`config.mk`:
```
export PLATFORM = sky130hd
export DESIGN_NAME = bpsk_rx_ber
export DESIGN_NICKNAME = d
export VERILOG_FILES = /design/src/rtl/bpsk_rx_pkg.sv /design/src/rtl/bpsk_rx_sat_counter.sv /design/src/rtl/bpsk_rx_ber.sv
export SDC_FILE = /design/constraint.sdc
export NUM_CORES = 2
export LEC_CHECK = 0
export BUFFER_PORTS_ARGS = -buffer_cell sky130_fd_sc_hd__buf_2
export CAP_MARGIN = 20
export CORE_AREA = 2 2 220 222
export DETAILED_ROUTE_END_ITERATION = 8
export DIE_AREA = 0 0 222 224
export PLACE_DENSITY = 0.81
export SETUP_SLACK_MARGIN = 0.4
export SYNTH_ARGS = -nofsm -noshare
export SYNTH_HDL_FRONTEND = slang
export SYNTH_HIERARCHICAL = 1
export SYNTH_SLANG_ARGS = --single-unit
```
`constraint.sdc`:
```
create_clock -name clock -period 16.5 [get_ports clock]
set_clock_uncertainty 0.15 [all_clocks]
set_input_delay 0.825 -clock clock [delete_from_list [all_inputs] [get_ports clock]]
set_output_delay 0.825 -clock clock [all_outputs]
set_load 0.05 [all_outputs]
```
`src/rtl/bpsk_rx_pkg.sv`:
```
// Shared constants for the BPSK receive / BER block: FSM encodings and
// default geometry of the decimator, alignment search and windows.
package bpsk_rx_pkg;

  localparam int DEF_OS       = 4;
  localparam int DEF_NB_PHASE = 2;
  localparam int DEF_NB_DELAY = 9;
  localparam int DEF_WIN_LEN  = 511;

  localparam logic [0:0] ST_SEARCH = 1'b0;
  localparam logic [0:0] ST_LOCK   = 1'b1;

endpackage

```
`src/rtl/bpsk_rx_sat_counter.sv`:
```
// Saturating accumulator: adds i_inc on each enabled cycle and sticks at
// all-ones instead of wrapping. i_clear has priority.
module bpsk_rx_sat_counter #(
  parameter int NB_CNT = 64
) (
  input  logic              clock,
  input  logic              i_clear,
  input  logic              i_enable,
  input  logic              i_inc,
  output logic [NB_CNT-1:0] o_count
);

  logic [NB_CNT-1:0] count_q, count_d;

  // Next count: increment unless already saturated.
  always_comb begin
    count_d = count_q;
    if (i_enable && i_inc && (count_q != '1)) begin
      count_d = count_q + NB_CNT'(1);
    end
  end

  // Count register with clear.
  always_ff @(posedge clock) begin
    if (i_clear) begin
      count_q <= '0;
    end else begin
      count_q <= count_d;
    end
  end

  assign o_count = count_q;

endmodule

```
`src/rtl/bpsk_rx_ber.sv`:
```
// BPSK receiver with BER measurement: decimates the oversampled stream at a
// selectable phase, slices the sign, searches the link delay against the PRBS
// reference, then counts bits and errors while locked.
// Optional feature macro: BPSK_RX_RELOCK_EN (error-window relock while in LOCK).
//
// state     | meaning
// ST_SEARCH | trying delay_q; a window with zero errors locks, else delay_q+1
// ST_LOCK   | delay fixed; bit/error counters accumulate
module bpsk_rx_ber
  import bpsk_rx_pkg::*;
#(
  parameter int NB_INPUT = 8,
  parameter int OS       = DEF_OS,
  parameter int NB_PHASE = DEF_NB_PHASE,
  parameter int NB_DELAY = DEF_NB_DELAY,
  parameter int WIN_LEN  = DEF_WIN_LEN,
  parameter int NB_CNT   = 64,
  parameter int ERR_THR  = 16
) (
  input  logic                clock,
  input  logic                i_reset,
  input  logic                i_enable,
  input  logic [NB_INPUT-1:0] i_sample,
  input  logic [NB_PHASE-1:0] i_phase_sel,
  input  logic                i_ref_bit,
  input  logic                i_ref_valid,
  input  logic                i_ber_clear,
  output logic                o_bit,
  output logic                o_bit_valid,
  output logic                o_locked,
  output logic [NB_DELAY-1:0] o_delay,
  output logic [NB_CNT-1:0]   o_bit_count,
  output logic [NB_CNT-1:0]   o_err_count
);

  localparam int REF_LEN = 2**NB_DELAY;
  localparam int NB_WIN  = $clog2(WIN_LEN + 1);
`ifdef BPSK_RX_RELOCK_EN
  localparam logic RELOCK_EN = 1'b1;
`else
  localparam logic RELOCK_EN = 1'b0;
`endif

  logic [NB_PHASE-1:0] phase_cnt_q, phase_cnt_d;
  logic [REF_LEN-1:0]  ref_sr_q, ref_sr_d;
  logic                bit_q, bit_d;
  logic                valid_q, valid_d;
  logic [0:0]          state_q, state_d;
  logic [NB_DELAY-1:0] delay_q, delay_d;
  logic [NB_WIN-1:0]   win_sym_q, win_sym_d;
  logic [NB_WIN-1:0]   win_err_q, win_err_d;

  logic              decide, slice, cmp_bit, err;
  logic [NB_WIN-1:0] win_err_sum;
  logic              win_end, lock_entry, relock;
  logic              cnt_clear, cnt_enable;
  // Only the sign of the sample carries the decision.
  logic              sample_lsbs_unused;

  assign sample_lsbs_unused = ^i_sample[NB_INPUT-2:0];

  assign decide      = i_enable && (phase_cnt_q == i_phase_sel);
  assign slice       = i_sample[NB_INPUT-1];
  assign cmp_bit     = ref_sr_q[delay_q];
  assign err         = slice ^ cmp_bit;
  assign win_err_sum = win_err_q + NB_WIN'(err);
  assign win_end     = decide && (win_sym_q == NB_WIN'(WIN_LEN - 1));
  assign lock_entry  = (state_q == ST_SEARCH) && win_end && (win_err_sum == '0);
  assign relock      = RELOCK_EN && (state_q == ST_LOCK) && win_end &&
                       (win_err_sum > NB_WIN'(ERR_THR));

  // Datapath next state: phase counter, reference history, sliced bit.
  always_comb begin
    phase_cnt_d = phase_cnt_q;
    ref_sr_d    = ref_sr_q;
    bit_d       = bit_q;
    valid_d     = decide;
    if (i_enable) begin
      phase_cnt_d = (phase_cnt_q == NB_PHASE'(OS - 1)) ? '0 : phase_cnt_q + NB_PHASE'(1);
      if (i_ref_valid) begin
        ref_sr_d = {ref_sr_q[REF_LEN-2:0], i_ref_bit};
      end
    end
    if (decide) begin
      bit_d = slice;
    end
  end

  // Datapath registers; a BER clear leaves these running.
  always_ff @(posedge clock) begin
    if (i_reset) begin
      phase_cnt_q <= '0;
      ref_sr_q    <= '0;
      bit_q       <= 1'b0;
      valid_q     <= 1'b0;
    end else begin
      phase_cnt_q <= phase_cnt_d;
      ref_sr_q    <= ref_sr_d;
      bit_q       <= bit_d;
      valid_q     <= valid_d;
    end
  end

  // FSM next state: window accounting and delay stepping per decision.
  always_comb begin
    state_d   = state_q;
    delay_d   = delay_q;
    win_sym_d = win_sym_q;
    win_err_d = win_err_q;
    if (decide) begin
      if (win_end) begin
        win_sym_d = '0;
        win_err_d = '0;
        if (state_q == ST_SEARCH) begin
          if (lock_entry) begin
            state_d = ST_LOCK;
          end else begin
            delay_d = delay_q + NB_DELAY'(1);
          end
        end else if (relock) begin
          state_d = ST_SEARCH;
          delay_d = delay_q + NB_DELAY'(1);
        end
      end else begin
        win_sym_d = win_sym_q + NB_WIN'(1);
        win_err_d = win_err_sum;
      end
    end
  end

  // FSM registers; reset or BER clear restarts the search at delay 0.
  always_ff @(posedge clock) begin
    if (i_reset || i_ber_clear) begin
      state_q   <= ST_SEARCH;
      delay_q   <= '0;
      win_sym_q <= '0;
      win_err_q <= '0;
    end else begin
      state_q   <= state_d;
      delay_q   <= delay_d;
      win_sym_q <= win_sym_d;
      win_err_q <= win_err_d;
    end
  end

  // Counters restart on every lock entry so each lock measures afresh.
  assign cnt_clear  = i_reset || i_ber_clear || lock_entry;
  assign cnt_enable = decide && (state_q == ST_LOCK);

  bpsk_rx_sat_counter #(.NB_CNT(NB_CNT)) u_bit_cnt (
    .clock    (clock),
    .i_clear  (cnt_clear),
    .i_enable (cnt_enable),
    .i_inc    (1'b1),
    .o_count  (o_bit_count)
  );

  bpsk_rx_sat_counter #(.NB_CNT(NB_CNT)) u_err_cnt (
    .clock    (clock),
    .i_clear  (cnt_clear),
    .i_enable (cnt_enable),
    .i_inc    (err),
    .o_count  (o_err_count)
  );

  assign o_bit       = bit_q;
  assign o_bit_valid = valid_q;
  assign o_locked    = (state_q == ST_LOCK);
  assign o_delay     = delay_q;

endmodule

```
Yosys cells after proc, flatten, opt, wreduce, memory -nomap -nowiden
Cells that the tools add are included.
{"block": "totals", "out_inout_bits": 140, "in_bits": 16, "reg_bits": 672, "elab_cells": 46}
{"block": "op_classes", "eq_ne": 5, "n_addsub": 6, "bitwise": 3, "n_mux": 7, "magnitude_cmp": 1, "reduce_logical": 14}
{"operator": "$add A64 B1 Y64 const B", "count": 2}
{"operator": "$ne A64 B64 Y1 const B", "count": 2}
{"operator": "$add A9 B1 Y9 const B", "count": 2}
{"operator": "$mux W9", "count": 2}
{"operator": "$lt A9 B10 Y1 const B", "count": 1}
{"operator": "$add A9 B1 Y9", "count": 1}
{"operator": "$bmux W1 S9", "count": 1}
{"operator": "$eq A9 B9 Y1 const B", "count": 1}
{"operator": "$logic_not A9 Y1", "count": 1}
{"operator": "$logic_and A1 B1 Y1", "count": 8}
{"operator": "$reduce_and A2 Y1", "count": 2}
{"operator": "$reduce_and A4 Y1", "count": 1}
{"operator": "$mux W1", "count": 3}
{"operator": "$add A2 B1 Y2 const B", "count": 1}
{"operator": "$eq A2 B2 Y1", "count": 1}
{"operator": "$eq A2 B2 Y1 const B", "count": 1}
{"operator": "$logic_or A1 B1 Y1", "count": 2}
{"operator": "$mux W2", "count": 1}
{"operator": "$not A1 Y1", "count": 2}
{"operator": "$xor A1 B1 Y1", "count": 1}

Depth between registers and ports, before layout
{"block": "logic_depth", "ltp_word": 8, "ltp_mapped": 26, "depth_no_buf": 19}

Modules after synthesis
Netlist, hierarchy kept.
{"module": "bpsk_rx_ber", "area_each_um2": 23256.1, "cells_each": 2768, "instances": 1}
{"module": "bpsk_rx_sat_counter", "area_each_um2": 3301.9, "cells_each": 410, "instances": 2}

Worst setup path after synthesis
No wires, ideal clock.
{"block": "synth_timing", "kind": "reg2reg", "startpoint": "reg delay_q[0] (netlist: o_delay[0])", "endpoint": "reg u_bit_cnt.count_q[0] (netlist: u_bit_cnt/o_count[0])", "slack_ns": 10.822, "synth_period_minus_slack_ns": 5.678, "t_arrival_ns": 5.400, "path_stages_with_launch": 24, "setup_ns": 0.128, "path_buffers": 6, "cell_sequence": "dfxtp_1 buf_6 buf_4 buf_4 mux4_2 nand3_1 nand2_1 a2111oi_2 o31ai_1 o311ai_2 a32oi_1 xor2_1 ha_1 ha_1 nor3_1 a31oi_1 or4_1 nor3_1 nand2_1 o21ai_0 clkbuf_1 clkbuf_1 clkbuf_1 nor2_1"}
{"block": "synth_between", "elab_chain_len": 7}
{"item": "start: declaration", "line": "bpsk_rx_ber.sv:49", "source": "logic [NB_DELAY-1:0] delay_q, delay_d;"}
{"item": "start signal: assignment", "line": "bpsk_rx_ber.sv:140", "source": "delay_q <= delay_d;"}
{"item": "$bmux W1 S9", "line": "bpsk_rx_ber.sv:64", "source": "assign cmp_bit = ref_sr_q[delay_q];"}
{"item": "$mux W1 (implied by the code)", "line": "bpsk_rx_ber.sv:64"}
{"item": "$xor A1 B1 Y1", "line": "bpsk_rx_ber.sv:65", "source": "assign err = slice ^ cmp_bit;"}
{"item": "via err", "line": "bpsk_rx_ber.sv:53", "source": "logic decide, slice, cmp_bit, err;"}
{"item": "$add A9 B1 Y9", "line": "bpsk_rx_ber.sv:66", "source": "assign win_err_sum = win_err_q + NB_WIN'(err);"}
{"item": "$logic_not A9 Y1", "line": "bpsk_rx_ber.sv:68", "source": "assign lock_entry = (state_q == ST_SEARCH) && win_end && (win_err_sum == '0);"}
{"item": "$logic_and A1 B1 Y1", "line": "bpsk_rx_ber.sv:68"}
{"item": "$logic_or A1 B1 Y1", "line": "bpsk_rx_ber.sv:147", "source": "assign cnt_clear = i_reset || i_ber_clear || lock_entry;"}
{"item": "via cnt_clear", "line": "bpsk_rx_ber.sv:56", "source": "logic cnt_clear, cnt_enable;"}
{"item": "end signal: assignment", "line": "bpsk_rx_sat_counter.sv:28", "source": "count_q <= count_d;"}
{"item": "end: declaration", "line": "bpsk_rx_sat_counter.sv:13", "source": "logic [NB_CNT-1:0] count_q, count_d;"}
The timed path passes the listed nets, and every way through them passes these cells. The select of a mux whose other input is x is not followed.
A chain may end at the register's enable or synchronous reset.

Worst setup path in the final report
{"block": "layout_timing", "startpoint": "reg delay_q[1] (netlist: o_delay[1])", "endpoint": "reg u_err_cnt.count_q[51] (netlist: u_err_cnt/o_count[51])"}
{"block": "layout_between", "elab_chain_len": 7}
{"item": "$bmux W1 S9", "line": "bpsk_rx_ber.sv:64"}
{"item": "$mux W1 (implied by the code)", "line": "bpsk_rx_ber.sv:64"}
{"item": "$xor A1 B1 Y1", "line": "bpsk_rx_ber.sv:65"}
{"item": "via err", "line": "bpsk_rx_ber.sv:53"}
{"item": "$add A9 B1 Y9", "line": "bpsk_rx_ber.sv:66"}
{"item": "$logic_not A9 Y1", "line": "bpsk_rx_ber.sv:68"}
{"item": "$logic_and A1 B1 Y1", "line": "bpsk_rx_ber.sv:68"}
{"item": "$logic_or A1 B1 Y1", "line": "bpsk_rx_ber.sv:147"}
{"item": "via cnt_clear", "line": "bpsk_rx_ber.sv:56"}
{"item": "end signal: assignment", "line": "bpsk_rx_sat_counter.sv:28"}
{"item": "end: declaration", "line": "bpsk_rx_sat_counter.sv:13"}
The timed path passes the listed nets, and every way through them passes these cells. The select of a mux whose other input is x is not followed.

==> summary.txt <==
Pwr
  • Pwr Density: around 100 mW/mm^2
  • Fraction of power spent switching nets: 21.86%
  • Clock Power Share: between 40 and 50%
  • Combinational power share: 2.4%
  • P_leak: 10.58 nW
  • Pint: roughly 2.6 mW
  • Peak supply drop: 119.7 uV
  • NetSw: 0.7141 mW
  • Sequential power share: between 40 and 50%

Cells and area
  • Fin nets: roughly 3600
  • Final core utilization: 69.07%
  • Share of cells above drive strength 1: 11.99%
  • Ant diodes: 0
  • Post-Layout Inst Area: about 0.033 mm^2
  • Layout area overhead: 9.516%

Logic synthesis
  • Post-synth ARST share: 0%
  • Yosys top cell area share: 45.05%
  • Synth Warn #: 6
  • Register area share after synthesis: a little under half
  • Area leader, netlist: dfxtp_1
  • Count of different cell masters after synthesis: between 70 and 80
  • Top-count cell post-synth: nand2_1
  • Largest cells by area after synthesis: dfxtp_1, nand2_1, a21oi_1
  • Syn Area/Cell: 8.322 um^2
  • Post-synth top cells: nand2_1, dfxtp_1, a21oi_1, clkbuf_1, nor2_1
  • Synth Flop Type: dfxtp_1
  • Synthesized cell area: 0.02986 mm^2
  • Seq cells post-synth: roughly 670
  • Post-synth EDFFs: 0
  • Post-Syn Instances: 3588

Floorplanning
  • Vert. Die Dim: around 220 um
  • Die ar.: 0.04973 mm^2
  • Num rows: 80
  • DIE WIDTH: 222 um
  • # IOs: 156
  • Placeable Area: 0.04735 mm^2
  • Initial Utilization: a little over three fifths

Worst setup path
  • R2R Setup Slk: 8.77 ns
  • Setup CP Type: register to register
  • Arr. time, crit path: 8.07 ns
  • Worst setup path startpoint: o_delay[1]
  • CP required: 16.84 ns
  • Crit-path max FO: 76
  • CP endpoint: u_err_cnt/o_count[51]
  • Crit end category: register
  • CP startpoint kind: register
  • Reg2reg end: u_err_cnt/o_count[51]
  • R2R Path Start: o_delay[1]
  • Cell depth of the worst flop-to-flop path: 20

Job
  • Max-cap check violation count: 0

STA
  • Fmax: 129.4 MHz
  • Fin crit share: between 40% and 50%
  • RSZ-0062 raised after global routing: no
  • Fin. max-slew vios: 0
  • Final setup vio count: 0
  • Relative slew slack: between 10% and 20%
  • Slew @ Worst Pin: 1.227 ns
  • TNS Setup: 0 ns
  • Final Hold Vio Count: 0
  • Period minus WS final: just under 8 ns

CTS
  • Cts hold-fix bufs: 0
  • Clock Latency Late Sink: 0.61 ns
  • CTS tree: yes
  • CTS max path bufs: 3
  • CTS root buffer: clkbuf_16
  • H-Tree Depth: 3
  • Setup Fix Bufs, Post-CTS: 0
  • Worst-path clk slew: 0.06 ns
  • CTS resizes: 0
  • Clock sink count: 672
  • Total CTS buffers: 70

Detailed routing
  • Final wirelength: roughly 70 mm
  • Number of remaining DRC errors: 0
  • Final ANT Viol Nets: 0
  • Vias post-DR: roughly 25000
  • Vias per cell: about 6
  • WL/cell: 16.20 um
  • Initial DRC count: 2482
  • First-pass DRT Iterations: 5

Global route
  • Antenna violations before repair: 0
  • Vias in the first global route: 22730
  • Largest net degree at the start of global routing: between 200 and 300
  • First-pass GRT wire length: 112.7 mm
  • Total GRT Usage: 26.79%
  • Total gr overflow: 0

Place
  • Area of placed instances: a little over 0.03 mm^2
  • Dpl hpwl: 39.32 mm
  • Port Buf Inserts: roughly 150
  • GP Congestion: 0.8338

Min path
  • Worst Hold Class: register to register
  • Worst hold path startpoint: o_bit

Outcome
  • Outcome: completed
==> critical path: stages, from the launching register on <==
cell	delay (ns)
dfxtp_4	0.98
buf_4	0.76
mux4_2	0.60
mux2_2	0.28
a22oi_1	0.25
a211oi_1	0.16
o311ai_2	0.42
a32oi_1	0.30
xor2_1	0.24
ha_1	0.26
ha_1	0.25
nor3_1	0.15
a31oi_1	0.05
or4_1	0.51
nor3_1	0.20
nand2_1	0.13
o21ai_4	0.14
buf_4	0.60
buf_4	0.71
nor2b_1	0.09
mux2_1	0.30
==> power by group through the flow <==
stage / clock network [mW] / logic, mW / registers (mW)
2_1_floorplan: 0 / 0.0613 / 1.66
3_3_place_gp: 0 / 0.0776 / 1.66
3_5_place_dp: 0 / 0.0768 / 1.66
4_1_cts: 1.58 / 0.0768 / 1.62
5_1_grt: 1.65 / 0.0850 / 1.62
6_report: 1.56 / 0.0776 / 1.62
==> cell families (layout without fill, tap and decap cells) <==
kind of cell	count (synthesis)	after routing	share of synthesized area, %
AO/OA/AOI/OAI	769	769	14.18
XOR/XNOR	76	76	2.229
adder cells (fa/ha/maj)	8	8	0.3352
buffers and inverters	290	311	4.278
flip-flops	672	672	45.05
multiplexers	181	181	11.03
other	1	2	0.01256
AND/OR/NAND/NOR	1591	1591	22.89
==> stage by stage <==
stage | worst slack, ns | cells | hold slack [ns] | power, mW
2_1_floorplan | 10.82 | 3589 | 0.2832 | 1.722
3_3_place_gp | 8.896 | 4104 | 0.2890 | 1.737
3_5_place_dp | 8.836 | 4104 | 0.3042 | 1.737
4_1_cts | 8.820 | 4225 | 0.2936 | 3.285
5_1_grt | 8.229 | 4225 | 0.3086 | 3.356
6_report | 8.769 | 4225 | 0.3060 | 3.266
==> state kept, by name, indices dropped and copies added, names as in the netlist <==
signal	cells
u_err_cnt/o_count	64
win_err_q	9
o_locked	1
phase_cnt_q	2
o_bit	1
win_sym_q	9
ref_sr_q	512
u_bit_cnt/o_count	64
o_bit_valid	1
o_delay	9
==> cells in the final DEF, fill, tap and decap left out, types with 6 or more instances in the layout <==
cell,n
dfxtp_1,668
and3_1,37
o221ai_1,6
mux4_2,113
inv_1,20
mux2_2,13
a211oi_1,17
or4_1,23
clkinv_2,8
a21oi_1,580
xor2_1,39
a31oi_1,7
nand3_1,46
buf_4,17
o21ai_0,62
nor2_1,144
mux2i_1,50
nor2b_1,22
o31ai_1,18
ha_1,8
and4_1,22
buf_2,147
a22oi_1,17
xnor2_1,37
clkbuf_16,73
nor3_1,42
or3_1,38
nand2_1,1115
o211ai_1,7
clkbuf_1,14
nand4_1,38
nor4_1,27
and2_1,11
o21ai_1,6
clkbuf_8,18
==> how the worst min path moves through the flow <==
stage | depth (start not counted) | end
2_1_floorplan | 2 | ref_sr_q[511]
3_3_place_gp | 2 | o_bit
3_5_place_dp | 2 | o_bit
4_1_cts | 3 | ref_sr_q[0]
5_1_grt | 3 | ref_sr_q[0]
6_report | 2 | o_bit
==> cell type report <==
type,instances,area [um^2]
clock inverter,16,150.1
sequential,672,13460
tap,615,769.5
inverter,21,78.83
multi-input combinational,2627,15150
timing repair buffer,169,958.4
clock buffer,105,2127
fill,3740,14640
==> routing by layer <==
| metal | vias up | part of all wire [%] | wire length [um] | track usage [%] |
|---|---|---|---|---|
| met4 | 0 | 2.3 | 1601 | 7.868 |
| met2 | 686 | 48 | 32730 | 44.11 |
| li1 | 12325 | - | - | - |
| met1 | 12079 | 44 | 30330 | 36.52 |
| met3 | 135 | 5.5 | 3770 | 4.433 |
| met5 | - | 0 | 0 | 0 |
No activity file was read; power rests on OpenSTA's default activity.
